`src/rtl/sd_block_scheduler.sv`:
```
// sd_block_scheduler: two-requester round-robin scheduler for an SD block reader.
// A granted request is split into single-block reads. Each block waits for room
// in the downstream FIFO, starts the reader, counts the bytes pushed, and is
// checked for the exact byte count and a per-block cycle timeout.
module sd_block_scheduler #(
    parameter int unsigned BLOCK_BYTES = 512,
    parameter logic [15:0] TIMEOUT     = 16'hFFFF
) (
    input  logic        i_clock,
    input  logic        i_reset,
    input  logic        i_req0,
    input  logic        i_req1,
    input  logic [31:0] i_addr0,
    input  logic [31:0] i_addr1,
    input  logic [7:0]  i_count0,
    input  logic [7:0]  i_count1,
    output logic [1:0]  o_gnt,
    output logic [1:0]  o_done,
    output logic        o_err,
    output logic        o_busy,
    output logic        o_rd_start,
    output logic [31:0] o_rd_addr,
    input  logic        i_rd_busy,
    input  logic        i_fifo_push,
    input  logic [12:0] i_fifo_free
);

    typedef enum logic [2:0] {
        S_IDLE,
        S_ARB,
        S_WAIT_SPACE,
        S_ISSUE,
        S_BUSY,
        S_NEXT,
        S_DONE,
        S_ERR
    } state_t;

    localparam logic [12:0] BLOCK_FREE = 13'(BLOCK_BYTES);
    localparam logic [10:0] BLOCK_CNT  = 11'(BLOCK_BYTES);
    localparam logic [10:0] BYTES_MAX  = 11'h7FF;

    state_t      r_state;
    logic        r_owner;
    logic        r_last;
    logic [7:0]  r_remaining;
    logic [10:0] r_bytes;
    logic [15:0] r_tmo;
    logic        r_seen;
    logic [1:0]  r_gnt;
    logic [1:0]  r_done;
    logic        r_err;
    logic        r_busy;
    logic        r_rd_start;
    logic [31:0] r_rd_addr;

    logic        w_winner;
    logic [1:0]  w_owner_hot;
    logic [10:0] w_bytes_next;
    logic        w_complete;
    logic        w_timeout;

    // Round-robin pick: on a tie the requester that did not own the reader last wins
    always_comb begin
        w_winner = 1'b0;
        if (i_req0 && i_req1) begin
            w_winner = ~r_last;
        end else if (i_req1) begin
            w_winner = 1'b1;
        end
    end

    assign w_owner_hot  = r_owner ? 2'b10 : 2'b01;
    assign w_bytes_next = (i_fifo_push && (r_bytes != BYTES_MAX)) ? (r_bytes + 11'd1) : r_bytes;
    assign w_complete   = r_seen && !i_rd_busy;
    assign w_timeout    = ({1'b0, r_tmo} + 17'd1) >= {1'b0, TIMEOUT};

    // Scheduler FSM with all outputs registered; pulses default low every cycle
    always_ff @(posedge i_clock) begin
        if (!i_reset) begin
            r_state     <= S_IDLE;
            r_owner     <= 1'b0;
            r_last      <= 1'b1;
            r_remaining <= 8'd0;
            r_bytes     <= 11'd0;
            r_tmo       <= 16'd0;
            r_seen      <= 1'b0;
            r_gnt       <= 2'b00;
            r_done      <= 2'b00;
            r_err       <= 1'b0;
            r_busy      <= 1'b0;
            r_rd_start  <= 1'b0;
            r_rd_addr   <= 32'd0;
        end else begin
            r_done     <= 2'b00;
            r_err      <= 1'b0;
            r_rd_start <= 1'b0;
            case (r_state)
                S_IDLE: begin
                    if (i_req0 || i_req1) begin
                        r_owner     <= w_winner;
                        r_gnt       <= w_winner ? 2'b10 : 2'b01;
                        r_busy      <= 1'b1;
                        r_rd_addr   <= w_winner ? i_addr1 : i_addr0;
                        r_remaining <= w_winner ? i_count1 : i_count0;
                        r_state     <= S_ARB;
                    end
                end
                S_ARB: begin
                    if (r_remaining == 8'd0) begin
                        r_done  <= w_owner_hot;
                        r_state <= S_DONE;
                    end else begin
                        r_state <= S_WAIT_SPACE;
                    end
                end
                S_WAIT_SPACE: begin
                    if (i_fifo_free >= BLOCK_FREE) begin
                        r_rd_start <= 1'b1;
                        r_state    <= S_ISSUE;
                    end
                end
                S_ISSUE: begin
                    r_bytes <= 11'd0;
                    r_tmo   <= 16'd0;
                    r_seen  <= 1'b0;
                    r_state <= S_BUSY;
                end
                S_BUSY: begin
                    r_bytes <= w_bytes_next;
                    if (i_rd_busy) begin
                        r_seen <= 1'b1;
                    end
                    if (w_complete) begin
                        if (w_bytes_next == BLOCK_CNT) begin
                            r_state <= S_NEXT;
                        end else begin
                            r_done  <= w_owner_hot;
                            r_err   <= 1'b1;
                            r_state <= S_ERR;
                        end
                    end else if (w_timeout) begin
                        r_done  <= w_owner_hot;
                        r_err   <= 1'b1;
                        r_state <= S_ERR;
                    end else begin
                        r_tmo <= r_tmo + 16'd1;
                    end
                end
                S_NEXT: begin
                    r_remaining <= r_remaining - 8'd1;
                    r_rd_addr   <= r_rd_addr + 32'd1;
                    if (r_remaining == 8'd1) begin
                        r_done  <= w_owner_hot;
                        r_state <= S_DONE;
                    end else begin
                        r_state <= S_WAIT_SPACE;
                    end
                end
                S_DONE, S_ERR: begin
                    r_gnt   <= 2'b00;
                    r_busy  <= 1'b0;
                    r_last  <= r_owner;
                    r_state <= S_IDLE;
                end
                default: begin
                    r_state <= S_IDLE;
                end
            endcase
        end
    end

    assign o_gnt      = r_gnt;
    assign o_done     = r_done;
    assign o_err      = r_err;
    assign o_busy     = r_busy;
    assign o_rd_start = r_rd_start;
    assign o_rd_addr  = r_rd_addr;

endmodule

```
`config.mk`:
```
export PLATFORM = sky130hd
export DESIGN_NAME = sd_block_scheduler
export DESIGN_NICKNAME = d
export VERILOG_FILES = /design/src/rtl/sd_block_scheduler.sv
export SDC_FILE = /design/constraint.sdc
export NUM_CORES = 1
export LEC_CHECK = 0
export CAP_MARGIN = 20
export CORE_UTILIZATION = 45
export CTS_CLUSTER_SIZE = 8
export DETAILED_ROUTE_END_ITERATION = 12
export PLACE_DENSITY = 0.9
export SYNTH_ARGS = -nofsm -noshare
export SYNTH_HDL_FRONTEND = slang
export SYNTH_SLANG_ARGS = --single-unit
export TNS_END_PERCENT = 100
```
`constraint.sdc`:
```
create_clock -name i_clock -period 2.39 [get_ports i_clock]
set_clock_uncertainty 0.05 [all_clocks]
set_input_delay 0.239 -clock i_clock [delete_from_list [all_inputs] [get_ports i_clock]]
set_output_delay 0.239 -clock i_clock [all_outputs]
set_load 0.02 [all_outputs]
```
## Yosys cells after proc, flatten, opt, wreduce, memory -nomap -nowiden

Cells that the tools add are included.

| storage, ports and cells | value |
|---|---|
| logic and storage cells | 95 |
| bits in registers | 80 |
| input bits | 99 |

| cells by class | value |
|---|---|
| $add $sub $neg | 5 |
| equality and inequality tests | 16 |
| reduce and logical (&&, ||, !) cells | 19 |
| bitwise logic cells | 1 |
| mux-type cells | 39 |
| magnitude comparators | 2 |

Operators by type and width:

| kind | number |
|---|---|
| 32-bit 2-to-1 mux | 2 |
| 32-bit case mux with 2 select lines | 1 |
| 32-bit by 1-bit adder with 32-bit output (second input constant) | 1 |
| 16-bit 2-to-1 mux | 2 |
| 16-bit case mux with 2 select lines | 1 |
| 11-bit case mux with 2 select lines | 1 |
| 3-bit case mux with 7 select lines | 1 |
| 2-bit 2-to-1 mux | 9 |
| 3-bit 2-to-1 mux | 6 |
| 16-bit by 1-bit adder with 17-bit output (second input constant) | 1 |
| 17-bit by 16-bit >= comparator with 1-bit output (second input constant) | 1 |
| 16-bit by 1-bit adder with 16-bit output (second input constant) | 1 |
| 8-bit 2-to-1 mux | 2 |
| 8-bit case mux with 2 select lines | 1 |
| 13-bit by 10-bit >= comparator with 1-bit output (second input constant) | 1 |
| 3-bit == test (second input constant) | 4 |
| 2-bit AND reduction | 6 |
| 11-bit by 1-bit adder with 11-bit output (second input constant) | 1 |
| 11-bit by 10-bit == test with 1-bit output (second input constant) | 1 |
| 11-bit 2-to-1 mux | 1 |
| 11-bit inequality test (second input constant) | 1 |
| 2-bit inequality test (second input constant) | 5 |
| 8-bit by 1-bit == test with 1-bit output (second input constant) | 1 |
| 8-bit zero test | 1 |
| 16 further kinds | 30 |

## Logic depth before layout (Yosys ltp)

| depth | value |
|---|---|
| word-level depth | 7 |
| mapped depth | 11 |
| mapped depth without buffers | 9 |

## Worst setup path after synthesis

Ideal clock, no wire load.

| timing path | value |
|---|---|
| path type | register to register |
| start | register r_tmo[0] |
| end | register r_tmo[3] |
| path slack | 0.098 ns |
| required time | 2.266 ns |
| data arrival time | 2.168 ns |
| period minus slack after synthesis | 2.292 ns |
| stages on the path, launching flop included | 10 |
| path buffers | 1 |
| library setup time | 0.074 ns |
| cells stage by stage | dfxtp_1 > ha_1 > nand2_2 > or3_4 > a2111oi_4 > o2111ai_2 > o21ai_4 > buf_6 > nand3_1 > a31oi_1 |

| on the way | value |
|---|---|
| cells in the longest elaborated chain, start to end | 4 |
| elaborated cells on any way between the ends | 8 |
| classes of those cells | 2 x add/sub; 1 x order compare; 1 x eq/ne; 3 x mux; 1 x reduce/logical |

Ends and longest elaborated chain:

| item | line | RTL |
|---|---|---|
| start, declared | 48 | `logic [15:0] r_tmo;` |
| start signal, assigned | 147 | `r_tmo <= r_tmo + 16'd1;` |
| 16-bit by 1-bit adder with 17-bit output or 16-bit by 1-bit adder with 16-bit output (tied branches) | 76, 147 |  |
| 17-bit by 16-bit >= comparator with 1-bit output or 16-bit 2-to-1 mux (tied branches) | 76, 142 |  |
| 2-bit inequality test (no source line) or 16-bit 2-to-1 mux (tied branches) | -- |  |
| 3-bit AND reduction (no source line) or 16-bit case mux with 2 select lines (tied branches) | -- |  |

Parallel ways exist; a longest one is shown, timed or not. The select of a mux whose other input is x is not followed.
A chain may end at the register's enable or synchronous reset.

## Final worst setup path

| timing path | value |
|---|---|
| start | register r_tmo[0] |
| end | register r_tmo[8] |

The elaborated chain is that of the path after synthesis.

==> insert_results.sql <==
INSERT INTO impl_metrics (metric_group, metric, value, unit) VALUES
('logic_synthesis', 'syn_nets', '812', ''),
('worst_setup_path', 'worst-r2r-cell-count', '9', ''),
('logic_synthesis', 'library_cell_with_the_largest_summed_area_after_synthesis', 'sky130_fd_sc_hd__dfxtp_1', ''),
('global_routing', 'via_count_of_the_first_global_routing_pass', '5420', ''),
('logic_synthesis', 'synth_enable_flop_cells', '0', ''),
('placement', 'hpwlAfterDp', '11300', 'um'),
('worst_setup_path', 'worst_setup_ep_type', 'flip-flop', ''),
('sta', 'min_period', '2.25', 'ns'),
('global_routing', 'largest_net_degree_at_the_start_of_global_routing', '41', ''),
('pwr', 'p_leak', '2.65', 'nW'),
('worst_setup_path', 'cp_data_required_time', '2.61', 'ns'),
('layout', 'layout-drive-gt1-share', '10.8', '%'),
('logic_synthesis', 'synthDistinctLibCells', '74', ''),
('cts', 'cts_sinks', '80', ''),
('cts', 'cts.clk_slew.worst_paths', '0.06', 'ns'),
('die', 'die-height', '109', 'um'),
('die', 'dieArea', '11800', 'sq um'),
('logic_synthesis', 'dominantRegCellSynth', 'sky130_fd_sc_hd__dfxtp_1', ''),
('logic_synthesis', 'postSynthAreaPerCell', '7.23', 'sq um'),
('route', 'remaining_drc_errors', '0', ''),
('sta', 'achievable-frequency', '444', 'MHz'),
('worst_setup_path', 'critPathTopFamily', 'simple AND/OR/NAND/NOR gates', ''),
('worst_setup_path', 'critical-path-max-stage-delay', '0.37', 'ns'),
('cts', 'clock_insertion_delay_worst_skew', '0.34', 'ns'),
('sta', 'final_hold_viol_count', '0', ''),
('sta', 'totalNegativeSetupSlack', '0', 'ns'),
('global_routing', 'antenna_found_initial', '0', ''),
('cts', 'tritoncts_clock_tree', 'yes', ''),
('worst_setup_path', 'regToRegStartpoint', 'r_tmo[0]', ''),
('worst_setup_path', 'slowest_stage', 'sky130_fd_sc_hd__or3b_1', ''),
('logic_synthesis', 'synth.yosys.seq_area_share', '31.3', '%'),
('cts', 'cts_max_path_buffers', '2', ''),
('worst_setup_path', 'setup.reg_to_reg.worst_slack', '0.14', 'ns'),
('global_routing', 'groute.layer.met2.usage', '47.6', '%'),
('cts', 'cts.root.buffer_cell', 'sky130_fd_sc_hd__clkbuf_16', ''),
('route', 'drt-total-wl', '15900', 'um'),
('status', 'status', 'finished, final reports clean', ''),
('sta', 'final.period_utilization', '94.3', '%'),
('pwr', 'power.density_cell_area', '881', 'nW/um^2'),
('global_routing', 'grt.total_usage', '27.9', '%'),
('route', 'final_antenna_net_count', '0', ''),
('logic_synthesis', 'synth.ff_latch_count', '80', ''),
('sta', 'timing.slew.headroom', '65.4', '%'),
('logic_synthesis', 'synthesis.instances', '707', ''),
('die', 'design.core.area', '10900', 'sq um'),
('logic_synthesis', 'synth_top_cell_area_share', '31.3', '%'),
('die', 'initial_core_util', '46.8', '%'),
('worst_setup_path', 'timing_worst_setup_path_type', 'flip-flop to flip-flop', ''),
('worst_setup_path', 'crit_path_max_fanout', '13', ''),
('worst_setup_path', 'worstPathArrival', '2.47', 'ns'),
('cts', 'cts-buffers-inserted', '9', ''),
('sta', 'setup_viol_count_final', '0', ''),
('placement', 'number_of_input_and_output_port_buffers_inserted', '128', ''),
('worst_setup_path', 'timing.critical_path.depth', '9', ''),
('route', 'routed-via-count', '6016', ''),
('worst_setup_path', 'crit_buf_inv', '1', ''),
('pwr', 'ir_drop', '0.000572', 'V'),
('layout', 'design.final.nets', '951', ''),
('global_routing', 'gr-max-usage-layer', 'met2', ''),
('job', 'max-cap-violations', '0', ''),
('route', 'post_drt_wl_per_cell', '16.1', 'um'),
('layout', 'finish.utilization', '65.1', '%'),
('sta', 'worst-slew-pin-transition', '0.514', 'ns'),
('sta', 'rsz0062_at_grt', 'false', ''),
('layout', 'areaGrowthSynthToFinish', '39.3', '%'),
('global_routing', 'global_route.usage.met1', '34.6', '%'),
('global_routing', 'grt_pass1_wl', '26100', 'um'),
('die', 'core.rowCount', '38', ''),
('cts', 'htree_num_levels', '3', ''),
('worst_setup_path', 'startpoint_type', 'flip-flop', ''),
('die', 'top_level_i_o_count', '138', '');
## where the power goes
group | internal (mW) | switching [mW] | leakage, nW
Combinational | 1.26 | 1.57 | 1.84
Clock | 0.890 | 0.542 | 0.148
Sequential | 1.64 | 0.373 | 0.656
Total | 3.79 | 2.48 | 2.65
## Yosys cell counts, types with 9 or more instances
master / n
sky130_fd_sc_hd__inv_1: 13
sky130_fd_sc_hd__mux2i_1: 12
sky130_fd_sc_hd__and3_1: 11
sky130_fd_sc_hd__nor3_1: 13
sky130_fd_sc_hd__nand3_1: 32
sky130_fd_sc_hd__a31oi_1: 19
sky130_fd_sc_hd__clkbuf_1: 41
sky130_fd_sc_hd__o21a_1: 9
sky130_fd_sc_hd__o22ai_1: 9
sky130_fd_sc_hd__a21oi_1: 78
sky130_fd_sc_hd__nand2_1: 120
sky130_fd_sc_hd__nor2_1: 66
sky130_fd_sc_hd__and4_1: 9
sky130_fd_sc_hd__or3_1: 9
sky130_fd_sc_hd__nand4_1: 19
sky130_fd_sc_hd__o21ai_0: 31
sky130_fd_sc_hd__dfxtp_1: 80
## placed cells by master (no fill, tap or decap), types with 4 or more instances in the layout
cell and n:
sky130_fd_sc_hd__a211oi_1 5, sky130_fd_sc_hd__a21o_1 4, sky130_fd_sc_hd__a21oi_1 78, sky130_fd_sc_hd__a221oi_1 6, sky130_fd_sc_hd__a311oi_1 8, sky130_fd_sc_hd__a31oi_1 19
sky130_fd_sc_hd__and2_1 5, sky130_fd_sc_hd__and3_1 11, sky130_fd_sc_hd__and4_1 7, sky130_fd_sc_hd__buf_4 50, sky130_fd_sc_hd__clkbuf_16 9, sky130_fd_sc_hd__clkdlybuf4s50_1 128
sky130_fd_sc_hd__dfxtp_1 76, sky130_fd_sc_hd__ha_1 4, sky130_fd_sc_hd__inv_1 13, sky130_fd_sc_hd__mux2i_1 12, sky130_fd_sc_hd__nand2_1 120, sky130_fd_sc_hd__nand2b_1 6
sky130_fd_sc_hd__nand3_1 32, sky130_fd_sc_hd__nand3b_1 4, sky130_fd_sc_hd__nand4_1 19, sky130_fd_sc_hd__nor2_1 66, sky130_fd_sc_hd__nor2b_1 4, sky130_fd_sc_hd__nor3_1 13
sky130_fd_sc_hd__nor4_1 5, sky130_fd_sc_hd__o211ai_1 5, sky130_fd_sc_hd__o21a_1 9, sky130_fd_sc_hd__o21ai_0 30, sky130_fd_sc_hd__o22ai_1 9, sky130_fd_sc_hd__or3_1 9
sky130_fd_sc_hd__xnor2_1 4
## timing repair
item,in CTS,in global routing
pin swaps,0,4
hold buffers,0,0
endpoints found under the hold margin,0,0
endpoints found under the setup margin,3,18
cloned,0,0
setup buffers,0,0
resized for setup,1,12
## worst min path at each step
stage / startpoint / end / slack, ns / depth (start not counted)
2_1_floorplan: i_addr1[25] / o_rd_addr[25] / 0.35 / 2
3_3_place_gp: r_seen / r_seen / 0.43 / 2
3_5_place_dp: r_remaining[5] / r_remaining[5] / 0.43 / 2
4_1_cts: i_addr0[25] / o_rd_addr[25] / 0.43 / 3
5_1_grt: i_addr0[25] / o_rd_addr[25] / 0.45 / 3
6_report: i_addr0[25] / o_rd_addr[25] / 0.44 / 3
## layer usage
layer  routed length [um]  vias up
met5                    0        -
met4                  390        0
met3                 1390       48
met2                 7620      333
met1                 6520     2751
li1                     -     2884
## state kept, by name (all words and copies together), names as in the netlist
name / flops
o_rd_start: 1
r_state: 3
o_gnt: 2
r_tmo: 16
r_owner: 1
o_rd_addr: 32
r_remaining: 8
r_last: 1
r_seen: 1
o_done: 2
r_bytes: 11
o_err: 1
o_busy: 1
## cells by family (layout without fill, tap and decap cells)
kind of cell / Yosys count / in the layout / share of synthesized area (%)
muxes: 13 / 13 / 2.57
DFF: 80 / 80 / 31.3
AOI/OAI and AO/OA: 215 / 215 / 27.6
adders and majority gates: 6 / 6 / 1.47
and+or+nand+nor: 320 / 320 / 30.3
xor gates and xnor gates: 7 / 7 / 1.20
buffers and inverters: 66 / 209 / 5.48
## tightest hold or removal path, stage by stage
cell,delay (ns)
sky130_fd_sc_hd__clkdlybuf4s50_1,0.39
sky130_fd_sc_hd__nand2_1,0.06
sky130_fd_sc_hd__a311oi_1,0.09
## layout make-up
class,instances,area [sq um]
clock buffers,13,270
clock inverters,2,37.5
fillers,893,3810
inverters,13,48.8
multi-input cells,561,3260
flip-flops and latches,80,1610
well taps,140,175
repair buffers,181,1720
## metrics by stage
step | cell area, sq um | total power, mW | hold WS [ns] | instances | worst slack [ns]
2_1_floorplan | 5110 | 3.58 | 0.346 | 707 | 0.0980
3_3_place_gp | 6780 | 4.74 | 0.432 | 975 | 0.0517
3_5_place_dp | 6780 | 4.80 | 0.433 | 975 | -0.00269
4_1_cts | 7090 | 6.23 | 0.434 | 990 | 0.0251
5_1_grt | 7120 | 6.62 | 0.447 | 990 | 0.00274
6_report | 7120 | 6.28 | 0.438 | 990 | 0.136
No activity file was read; power rests on OpenSTA's default activity.
